**src/rtl/dmem_arb_pkg.sv**
```systemverilog
// Shared types for the DataMem arbiter: access size codes, FSM states, requester indices.
// No logic; imported by dmem_rr_arb and dmem_arbiter.
package dmem_arb_pkg;

    localparam logic [1:0] SZ_BYTE = 2'b00;
    localparam logic [1:0] SZ_HALF = 2'b01;
    localparam logic [1:0] SZ_WORD = 2'b10;

    typedef enum logic [0:0] {
        INIT = 1'b0,
        RUN  = 1'b1
    } dmem_arb_state_t;

    localparam int unsigned REQ_CORE = 0;
    localparam int unsigned REQ_LDR  = 1;

endpackage

```
**src/rtl/dmem_rr_arb.sv**
```systemverilog
// Two-way round-robin arbiter producing a one-hot grant.
// Latency: grant is combinational from req; priority state updates on the granting edge.
// Backpressure: no grant while en is low; an ungranted requester simply keeps req high.
module dmem_rr_arb
    import dmem_arb_pkg::*;
(
    input  logic       clk,
    input  logic       rst,
    input  logic       en,
    input  logic [1:0] req,
    output logic [1:0] gnt
);

    // 1 = loader won most recently, so the core wins the next tie
    logic rr_last;

    always_comb begin
        gnt = 2'b00;
        if (en) begin
            case (req)
                2'b01:   gnt = 2'b01;
                2'b10:   gnt = 2'b10;
                2'b11:   gnt = rr_last ? 2'b01 : 2'b10;
                default: gnt = 2'b00;
            endcase
        end
    end

    always_ff @(posedge clk or negedge rst) begin
        if (!rst) begin
            rr_last <= 1'b1;
        end else if (|gnt) begin
            rr_last <= gnt[REQ_LDR];
        end
    end

endmodule

```
**src/rtl/dmem_arbiter.sv**
```systemverilog
// Shares DataMem between core and loader; optional zero-fill sweep via DMEM_CLEAR_ON_RESET_EN.
// Latency: grant same cycle as req, write commits at that edge, read data one cycle after grant.
// Backpressure: loser (and everyone during the sweep) holds req until its gnt; one access per cycle.
module dmem_arbiter
    import dmem_arb_pkg::*;
#(
    parameter int MEM_DEPTH = 16,
    parameter int ADDR_W    = $clog2(MEM_DEPTH),
    parameter int DATA_W    = 32
) (
    input  logic              clk,
    input  logic              rst,

    input  logic              c_req,
    input  logic              c_we,
    input  logic [ADDR_W-1:0] c_addr,
    input  logic [DATA_W-1:0] c_wdata,
    input  logic [1:0]        c_strb,
    output logic              c_gnt,
    output logic              c_rvalid,
    output logic [DATA_W-1:0] c_rdata,

    input  logic              l_req,
    input  logic              l_we,
    input  logic [ADDR_W-1:0] l_addr,
    input  logic [DATA_W-1:0] l_wdata,
    input  logic [1:0]        l_strb,
    output logic              l_gnt,
    output logic              l_rvalid,
    output logic [DATA_W-1:0] l_rdata,

    output logic [ADDR_W-1:0] rd_addr0,
    output logic [ADDR_W-1:0] wr_addr0,
    output logic [DATA_W-1:0] wr_din0,
    output logic              we0,
    output logic [1:0]        wr_strb,
    input  logic [DATA_W-1:0] rd_dout0,
    output logic              init_done
);

    logic [1:0]        gnt;
    logic              sweep;
    logic [ADDR_W-1:0] sweep_addr;
    logic              win_we;
    logic [ADDR_W-1:0] win_addr;
    logic [DATA_W-1:0] win_wdata;
    logic [1:0]        win_strb;
    logic              rd_fire;
    logic              rd_pend;
    logic              rd_owner;
    logic [ADDR_W-1:0] rd_addr_q;

    dmem_rr_arb u_rr_arb (
        .clk (clk),
        .rst (rst),
        .en  (init_done),
        .req ({l_req, c_req}),
        .gnt (gnt)
    );

    assign c_gnt = gnt[REQ_CORE];
    assign l_gnt = gnt[REQ_LDR];

    assign win_we    = gnt[REQ_LDR] ? l_we    : c_we;
    assign win_addr  = gnt[REQ_LDR] ? l_addr  : c_addr;
    assign win_wdata = gnt[REQ_LDR] ? l_wdata : c_wdata;
    assign win_strb  = gnt[REQ_LDR] ? l_strb  : c_strb;
    assign rd_fire   = (|gnt) && !win_we;

`ifdef DMEM_CLEAR_ON_RESET_EN
    localparam logic [ADDR_W-1:0] LAST_ADDR = ADDR_W'(MEM_DEPTH - 1);

    dmem_arb_state_t   state;
    logic [ADDR_W-1:0] init_cnt;

    always_ff @(posedge clk or negedge rst) begin
        if (!rst) begin
            state     <= INIT;
            init_cnt  <= '0;
            init_done <= 1'b0;
        end else if (state == INIT) begin
            init_cnt <= init_cnt + 1'b1;
            if (init_cnt == LAST_ADDR) begin
                state     <= RUN;
                init_done <= 1'b1;
            end
        end
    end

    // Qualified with rst so the write port is quiet while reset is held
    assign sweep      = rst && (state == INIT);
    assign sweep_addr = init_cnt;
`else
    always_ff @(posedge clk or negedge rst) begin
        if (!rst) begin
            init_done <= 1'b0;
        end else begin
            init_done <= 1'b1;
        end
    end

    assign sweep      = 1'b0;
    assign sweep_addr = '0;
`endif

    always_comb begin
        we0      = 1'b0;
        wr_addr0 = '0;
        wr_din0  = '0;
        wr_strb  = '0;
        if (sweep) begin
            we0      = 1'b1;
            wr_addr0 = sweep_addr;
            wr_strb  = SZ_WORD;
        end else if ((|gnt) && win_we) begin
            we0      = 1'b1;
            wr_addr0 = win_addr;
            wr_din0  = win_wdata;
            wr_strb  = win_strb;
        end
    end

    assign rd_addr0 = rd_fire ? win_addr : rd_addr_q;

    always_ff @(posedge clk or negedge rst) begin
        if (!rst) begin
            rd_pend   <= 1'b0;
            rd_owner  <= 1'b0;
            rd_addr_q <= '0;
        end else begin
            rd_pend <= rd_fire;
            if (rd_fire) begin
                rd_owner  <= gnt[REQ_LDR];
                rd_addr_q <= win_addr;
            end
        end
    end

    assign c_rvalid = rd_pend && !rd_owner;
    assign l_rvalid = rd_pend && rd_owner;
    assign c_rdata  = rd_dout0;
    assign l_rdata  = rd_dout0;

endmodule

```
**config.mk**
```make
export PLATFORM = sky130hd
export DESIGN_NAME = dmem_arbiter
export DESIGN_NICKNAME = d
export VERILOG_FILES = /design/src/rtl/dmem_arb_pkg.sv /design/src/rtl/dmem_rr_arb.sv /design/src/rtl/dmem_arbiter.sv
export SDC_FILE = /design/constraint.sdc
export NUM_CORES = 1
export LEC_CHECK = 0
export BUFFER_PORTS_ARGS = -buffer_cell sky130_fd_sc_hd__buf_2
export CAP_MARGIN = 20
export CORE_AREA = 5 5 84 86
export CTS_BUF_LIST = sky130_fd_sc_hd__clkbuf_16
export DETAILED_ROUTE_END_ITERATION = 8
export DIE_AREA = 0 0 89 91
export PLACE_DENSITY = 0.67
export SETUP_SLACK_MARGIN = 0.2
export SLEW_MARGIN = 30
export SYNTH_ARGS = -nofsm -noshare
export SYNTH_HDL_FRONTEND = slang
export SYNTH_SLANG_ARGS = --single-unit
```
**constraint.sdc**
```tcl
create_clock -name clk -period 3.76 [get_ports clk]
set_input_delay 0.376 -clock clk [delete_from_list [all_inputs] [get_ports clk]]
set_output_delay 0.376 -clock clk [all_outputs]
set_load 0.01 [all_outputs]
```
# Word level (Yosys, flattened, before mapping)
# Cells that the tools add are included.
word_totals:
  ff_bits: 8
  in_bits: 114
  out_inout_bits: 112
  elab_cells: 27
classes:
  n_eq_ne: 3
  n_mux: 12
  reduce_logical: 7
ops:
  columns: ["operator", "count"]
  rows:
  - ["$mux W32", 2]
  - ["$mux W4", 3]
  - ["$mux W2", 4]
  - ["$pmux W2 S3", 1]
  - ["$eq A2 B2 Y1 const B", 2]
  - ["$logic_and A1 B1 Y1", 4]
  - ["$eq A2 B1 Y1 const B", 1]
  - ["$logic_not A1 Y1", 2]
  - ["$mux W1", 2]
  - ["$reduce_or A2 Y1", 1]

# Logic depth before layout (Yosys ltp)
# Gate-level depths: netlist of run 1.
depth:
  ltp_word: 7
  ltp_mapped: 7
  ltp_nobuf: 5

# Modules after synthesis
# A second synthesis of run 1 with hierarchy kept.
hier_totals:
  cells_unflattened: 190
  hier_area_um2: 1450.1
by_module_without_submodules:
  columns: ["mod", "n_inst", "cells_per_inst", "area_per_inst_um2", "seq_area_each_um2"]
  rows:
  - ["dmem_arbiter", 1, 182, 1387.6, 175.2]
  - ["dmem_rr_arb", 1, 8, 62.6, 26.3]

# Worst setup path before layout of run 1
# No wires, ideal clock.
synth_path:
  path_kind: "register to output"
  startpoint: "register u_rr_arb.rr_last"
  endpoint: "output wr_din0[22]"
  arrival_ns: 1.436
  required_time_ns: 3.384
  slack_ns: 1.948
  path_stages_with_launch: 7
  n_path_buf: 2
  cell_sequence: "dfstp_2 nand2b_1 a32o_1 nand2_1 buf_2 buf_2 a21oi_1"
synth_via:
  elab_chain_cells: 6
  word_cells_on_any_way: 8
  classes_between: "mux: 6; reduce/logical: 2"
synth_rtl:
  columns: ["item", "line_no", "rtl"]
  rows:
  - ["start, declared", "dmem_rr_arb.sv:15", "logic rr_last;"]
  - ["start signal, assigned", "dmem_rr_arb.sv:33", "rr_last <= gnt[REQ_LDR];"]
  - ["$mux W2 (*)", "dmem_rr_arb.sv:23", "2'b11: gnt = rr_last ? 2'b01 : 2'b10;"]
  - ["$pmux W2 S3 (*)", "dmem_rr_arb.sv:20", "case (req)"]
  - ["$mux W2 (*)", "dmem_rr_arb.sv:19", "if (en) begin"]
  - ["$reduce_or A2 Y1 / $mux W1 (equally long branches)", "dmem_arbiter.sv:115, dmem_arbiter.sv:64", null]
  - ["$logic_and A1 B1 Y1", "dmem_arbiter.sv:115", "end else if ((|gnt) && win_we) begin"]
  - ["$mux W32 (*)", "dmem_arbiter.sv:115", null]
  - ["end, declared", "dmem_arbiter.sv:34", "output logic [DATA_W-1:0] wr_din0,"]
# Every way passes the cells marked *; elsewhere a longest branch is shown, timed or not.

# Worst setup path in the final report of run 1
layout_path:
  startpoint: "register u_rr_arb.rr_last"
  endpoint: "output rd_addr0[3]"
layout_via:
  elab_chain_cells: 7
  word_cells_on_any_way: 9
  classes_between: "mux: 6; reduce/logical: 3"
layout_rtl:
  columns: ["item", "line_no", "rtl"]
  rows:
  - ["$mux W2 (*)", "dmem_rr_arb.sv:23", null]
  - ["$pmux W2 S3 (*)", "dmem_rr_arb.sv:20", null]
  - ["$mux W2 (*)", "dmem_rr_arb.sv:19", null]
  - ["$mux W1", "dmem_arbiter.sv:64", "assign win_we = gnt[REQ_LDR] ? l_we : c_we;"]
  - ["$logic_not A1 Y1", "dmem_arbiter.sv:68", "assign rd_fire = (|gnt) && !win_we;"]
  - ["$logic_and A1 B1 Y1", "dmem_arbiter.sv:68", null]
  - ["$mux W4 (*)", null, null]
  - ["end, declared", "dmem_arbiter.sv:32", "output logic [ADDR_W-1:0] rd_addr0,"]
# Marks and branches as above.

==> results of run 1 <==
[placed cells by master, fill, tap and decap left out, types with 2 or more instances in the layout]
| cell | instances |
|---|---|
| mux2_2 | 7 |
| buf_4 | 2 |
| clkbuf_16 | 3 |
| buf_2 | 129 |
| dfrtp_1 | 7 |
| a21oi_1 | 35 |
| nor2b_1 | 5 |
| nand2_1 | 69 |
| inv_1 | 3 |
[final timing paths]
check,endpoint,start,slack (ns)
worst max-delay path,rd_addr0[3],u_rr_arb.rr_last,1.03
worst min-delay path,rd_owner,l_we,0.35
worst max register to register,rd_addr_q[0],u_rr_arb.rr_last,1.66
worst min register to register,rd_addr_q[0],rd_addr_q[0],0.49
max in group asynchronous,u_rr_arb.rr_last,rst,2.99
min in group asynchronous,rd_addr_q[2],rst,0.53
[worst max-delay path, stage by stage, from the launching register on]
cell and delay, ns:
dfstp_2 0.56, a21boi_2 0.08, nand2_2 0.38, buf_4 0.31, mux2_2 0.36, mux2_2 0.27
buf_2 0.14
[layer usage]
metal	vias to the layer above	GRT usage, %	part of all wire, %
met4	0	7.44	6.0
met3	40	3.53	12
met1	641	9.99	33
met5	-	0	0
met2	85	19.1	50
li1	740	-	-
[power by group through the flow]
| stage | Clock (mW) | Combinational, mW | Sequential (mW) |
|---|---|---|---|
| 2_1_floorplan | 0 | 0.175 | 0.113 |
| 6_report | 0.179 | 0.195 | 0.115 |
| 5_1_grt | 0.190 | 0.217 | 0.118 |
| 3_3_place_gp | 0 | 0.192 | 0.115 |
| 4_1_cts | 0.184 | 0.198 | 0.114 |
| 3_5_place_dp | 0 | 0.196 | 0.115 |
[final cells by class]
cell class | count | area, sq um
fill | 693 | 4510
tap | 77 | 96.3
inverter | 3 | 11.3
clock inverter | 1 | 3.75
clock buffer | 3 | 75.1
multi-input combinational | 128 | 641
sequential | 8 | 201
timing repair buffer | 132 | 671
[cell families after synthesis]
kind of cell	count (synthesis)	synth area share, %
AND/OR/NAND/NOR	79	23.3
buffers and inverters	78	39.4
multiplexers	8	6.76
AO/OA/AOI/OAI	40	15.8
other	1	0.270
flip-flops	8	14.5
[what timing repair did]
item | in CTS | in global routing
hold buffers | 1 | 0
buffers inserted | 0 | 0
hold endpoints to repair | 7 | 0
[registers in the layout, indices dropped and copies added (netlist names)]
signal            flops
rd_pend               1
u_rr_arb.rr_last      1
rd_owner              1
rd_addr_q             4
init_done             1
==> metrics.md, run 1 <==
| Metric | Value |
|---|---|
| EDFF count, synth | 0 |
| Clock Skews | 0.00503 ns |
| Starting Density | between 20 and 25% |
| Post-Syn Nets | 328 |
| Pwr dens | ~290 nW/um^2 |
| Maxcap violations | 0 |
| DRC Markers | 0 |
| Initial antenna violation count | 0 |
| Worst Max-Slew Pin Slew | 0.596 ns |
| Cell Count Post-Placement | 347 |
| Post-cts sizing count | 0 |
| Design area | about 1700 sq um |
| Largest net degree at the start of global routing | 39 |
| Total grt overflow | 0 |
| Post-synthesis cell area | roughly 1400 sq um |
| Setup WS pre-CTS | 1.22 ns |
| Gate power share | 39.9% |
| Core Util, Final | 27.4% |
| Clk pwr share | 36.6% |
| Final min period | 2.73 ns |
| CTS tree | built |
| Chip Width | 89 um |
| CTS root buf | clkbuf_16 |
| Fin Hold WS | 0.346 ns |
| Port buffer count | 129 |
| Count leader, synth | nand2_1 |
| Fin Setup TNS | 0 ns |
| Share of cells above drive strength 1 | 53.1% |
| Final WS setup | 1.03 ns |
| Psw | around 0.15 mW |
| Clk buf depth | 2 |
| Top cell type by total area after synthesis | buf_4 |
| CP Capture Type | output pin |
| Slew HR | 60.2% |
| Layout Cells excl Fill | 352 |
| Fmax | 366 MHz |
| Hold violation total from the final report | 0 |
| Dpl hpwl | ~3.7 mm |
| Switching share of power | 31.0% |
| WL/cell | 13.1 um |
| Top cells by area, synth | buf_4, nand2_1, a21oi_1 |
| Starting DRT DRC Count | 15 |
| Hold Path Class | input pin to flop |
| Ports | 226 |
| Synth Register Bits | 8 |
| Site row count | 29 |
| Routed wire length | 4.61 mm |
| ANT nets after route | 0 |
| Pint | 0.337 mW |
| # setup viols final | 0 |
| Placed Area | between 1500 and 2000 sq um |
| Floorplan Core Area | just over 6000 sq um |
| Pwr Total | 0.488 mW |
| Vias per inst | 4.28 |
| RSZ-0062 raised after global routing | false |
| Outcome | complete, no violations |
| Total track usage | between 10 and 15% |
| H-tree Lvls | 1 |
| Sink Count | 8 |
| GPL Wtd Cong | between 0.8 and 0.9 |
| Critical setup path kind | flop to output pin |
| Mean post-synth cell area | ~6.5 sq um |
| Layout area overhead | 22.3% |
| Startpoint Class | flop |
| Die Area | 8100 sq um |
| Worst path arrival time | 2.36 ns |
| Critical-path maximum fanout | 26 |
| Cell count after synthesis | 214 |
| Pins over their slew limit | 0 |
| Worst skew pair latency | 0.23 ns |
| Req. time, crit path | around 3.4 ns |
| Yosys top cell area share | 34.6% |
| Clock-pin slew on the worst setup and hold paths | approximately 0.040 ns |
| Final Cycle Share | 72.7% |
| Vias in the first global route | 1528 |
| Synth cell count leaders | nand2_1, buf_4, a21oi_1, dfrtp_1, mux2_2 |
| Via count | 1506 |
| CTS Buf Count | 3 |
| Die height | 91 um |
| Sequential element share of the synthesized area | 14.5% |
| Hold path cells | 2 |
| Fin nets | 390 |
| Unique masters post-synth | 24 |
| Path depth of the worst reg2reg path | 5 |
| Peak supply drop | 0.305 mV |
| Lkg Pwr | 1.02 nW |
| Ant. Diodes | 0 |
| First-pass GRT wire length | 7.00 mm |
| 1st-pass router iterations | 5 |
| Predominant post-synthesis flop cell | dfrtp_1 |
| Flop pwr share | approximately a quarter |
| Async SR Flop Fraction | 100% |
| YS warnings | 0 |
Power figures use the tool's default switching activity.
==> run 2, diff against run 1 <==
Clock period 3.76 ns to 2.7 ns, I/O delays scaled along.
==> run 2 against run 1 <==
Setup slack lost 0.64 ns. Critical endpoint is now rd_addr0[0]. Total power up 40%. Worst hold slack worse by 0.096 ns. Final cell count did not move. Register-to-register slack worse by 0.75 ns. Largest power group unchanged. Via count fell by 0.40%. Sequential share of layout area about the same. Clock skew barely moved. Combinational power grew 39%.
==> metrics.md, run 2 (synthesis results as in run 1) <==
| Metric | Value |
|---|---|
| Outcome | complete, no violations |
| Starting DRT DRC Count | 35 |
| Pins over their slew limit | 0 |
| DRC Markers | 0 |
| Die Area | just over 8000 sq um |
| Hold path cells | 2 |
| Layout Cells excl Fill | about 350 |
| Switching share of power | 31.2% |
| WL/cell | 13.2 um |
| Hold Path Class | input pin to flop |
| Flop pwr share | about a quarter |
| ANT nets after route | 0 |
| Clk pwr share | 36.9% |
| Internal reg-to-reg setup slack | 0.91 ns |
| Gate power share | 39.8% |
| Pwr Total | 0.683 mW |
| Lkg Pwr | about 1.0 nW |
| Ant. Diodes | 0 |
| Worst path arrival time | 2.04 ns |
| Pint | about 0.47 mW |
| Hold violation total from the final report | 0 |
| Dpl hpwl | 3.67 mm |
| CP Capture Type | output pin |
| Clock Skews | around 0.0054 ns |
| # setup viols final | 0 |
| Critical-path maximum fanout | 22 |
| Commonest non-fill, non-tap cells in the layout | buf_2, nand2_1, a21oi_1 |
| Worst hold endpoint | rd_owner |
| Fin Setup TNS | 0 ns |
| First-pass GRT wire length | 7.00 mm |
| Post-CTS Setup Repair Bufs | 0 |
| RSZ-0062 raised after global routing | false |
| Total grt overflow | 0 |
| CTS root buf | clkbuf_16 |
| Cell Count Post-Placement | ~350 |
| Sink Count | 8 |
| Most common cell after layout, fill and taps aside | buf_2 |
| Peak supply drop | 0.347 mV |
| GPL Wtd Cong | about 0.81 |
| Floorplan Core Area | 6200 sq um |
| Psw | between 0.2 and 0.25 mW |
| CTS Buf Count | 3 |
| Via count | 1500 |
| Req. time, crit path | 2.43 ns |
| Ports | around 230 |
| FF-to-FF End | rd_addr_q[0] |
| Path depth of the worst reg2reg path | 4 |
| Pwr dens | around 400 nW/um^2 |
| Fmax | 432 MHz |
| Final Cycle Share | between 80 and 90% |
| Initial antenna violation count | 0 |
| Site row count | 29 |
| H-tree Lvls | 1 |
| Reg-to-reg startpoint | u_rr_arb.rr_last |
| Layout area overhead | 22.5% |
| Clock-pin slew on the worst setup and hold paths | 0.03 ns |
| Die height | 91 um |
| Area occupied by multi-input gates | 641 sq um |
| Reg with most FFs | rd_addr_q |
| Routed wire length | 4.64 mm |
| Fin nets | 390 |
| Worst hold start | l_we |
| Share of cells above drive strength 1 | between 50% and 60% |
| Seq. cell area | 201 sq um |
| Startpoint Class | flop |
| Final min period | roughly 2.3 ns |
| Worst skew pair latency | about 0.23 ns |
| Vias in the first global route | 1481 |
| Max FFs per register | 4 |
| Vias per inst | 4.26 |
| Maxcap violations | 0 |
| Starting Density | 22.4% |
| Fill count | between 600 and 700 |
| Fin Hold WS | 0.251 ns |
| 1st-pass router iterations | 4 |
| Clk buf depth | 2 |
| Largest net degree at the start of global routing | 39 |
| Port buffer count | 129 |
| Critical setup path kind | flop to output pin |
| CTS tree | built |
| Chip Width | 89 um |
| Total track usage | 10.8% |
==> run 2: cell counts in the layout (fill, tap and decap cells not counted) <==
Identical to the previous run, type by type.
==> run 2: layout make-up <==
| cell class | instances | share of cell area (%) |
|---|---|---|
| Timing Repair Buffer | 132 | 39.4 |
| Multi-Input combinational cell | 128 | 37.6 |
| Sequential cell | 8 | 11.8 |
| Tap cell | 77 | 5.66 |
| Clock buffer | 3 | 4.41 |
| Inverter | 3 | 0.809 |
| Clock inverter | 1 | 0.221 |
==> run 2: worst max-delay path, stage by stage (launching register included) <==
cell and delay (ns):
dfstp_2 0.55, a21boi_2 0.07, nand2_2 0.37, mux2_2 0.41
mux2_2 0.27, buf_2 0.14
==> run 2: stage by stage <==
stage	cell area, sq um	utilization, %	worst slack [ns]
final	1700	27.4	0.386
after global routing	1700	27.4	0.271
after CTS	1700	27.4	0.262
after detailed placement	1610	26.0	0.476
after global placement	1610	26.0	0.616
after floorplan	1390	-	0.994
==> run 2: worst max path at each step <==
stage,from,endpoint,slack [ns],depth (start not counted)
floorplan,u_rr_arb.rr_last,wr_din0[22],0.99,6
global placement,c_req,wr_din0[14],0.62,7
detailed placement,c_req,wr_din0[18],0.48,7
CTS,u_rr_arb.rr_last,wr_din0[18],0.26,6
global route,u_rr_arb.rr_last,rd_addr0[2],0.27,5
finish,u_rr_arb.rr_last,rd_addr0[0],0.39,5
==> run 2: per-layer routing <==
layer  global-route usage, %  wire length (um)  up-vias
li1                        -                 -      742
met1                    10.8              1600      648
met2                    18.3              2300       72
met3                    3.08               482       38
met4                    8.06               255        0
met5                       0                 0        -
==> run 2: power groups by stage <==
stage / Clock [mW] / Sequential (mW) / Combinational (mW)
6_report: 0.252 / 0.159 / 0.272
5_1_grt: 0.263 / 0.162 / 0.301
4_1_cts: 0.257 / 0.159 / 0.276
3_5_place_dp: 0 / 0.160 / 0.273
3_3_place_gp: 0 / 0.159 / 0.270
2_1_floorplan: 0 / 0.158 / 0.243
==> run 2: repair_timing <==
item | 4_1_cts | 5_1_grt
gates resized for setup | 0 | 2
setup endpoints to repair | 0 | 34
hold endpoints to repair | 7 | 0
hold buffers | 1 | 0
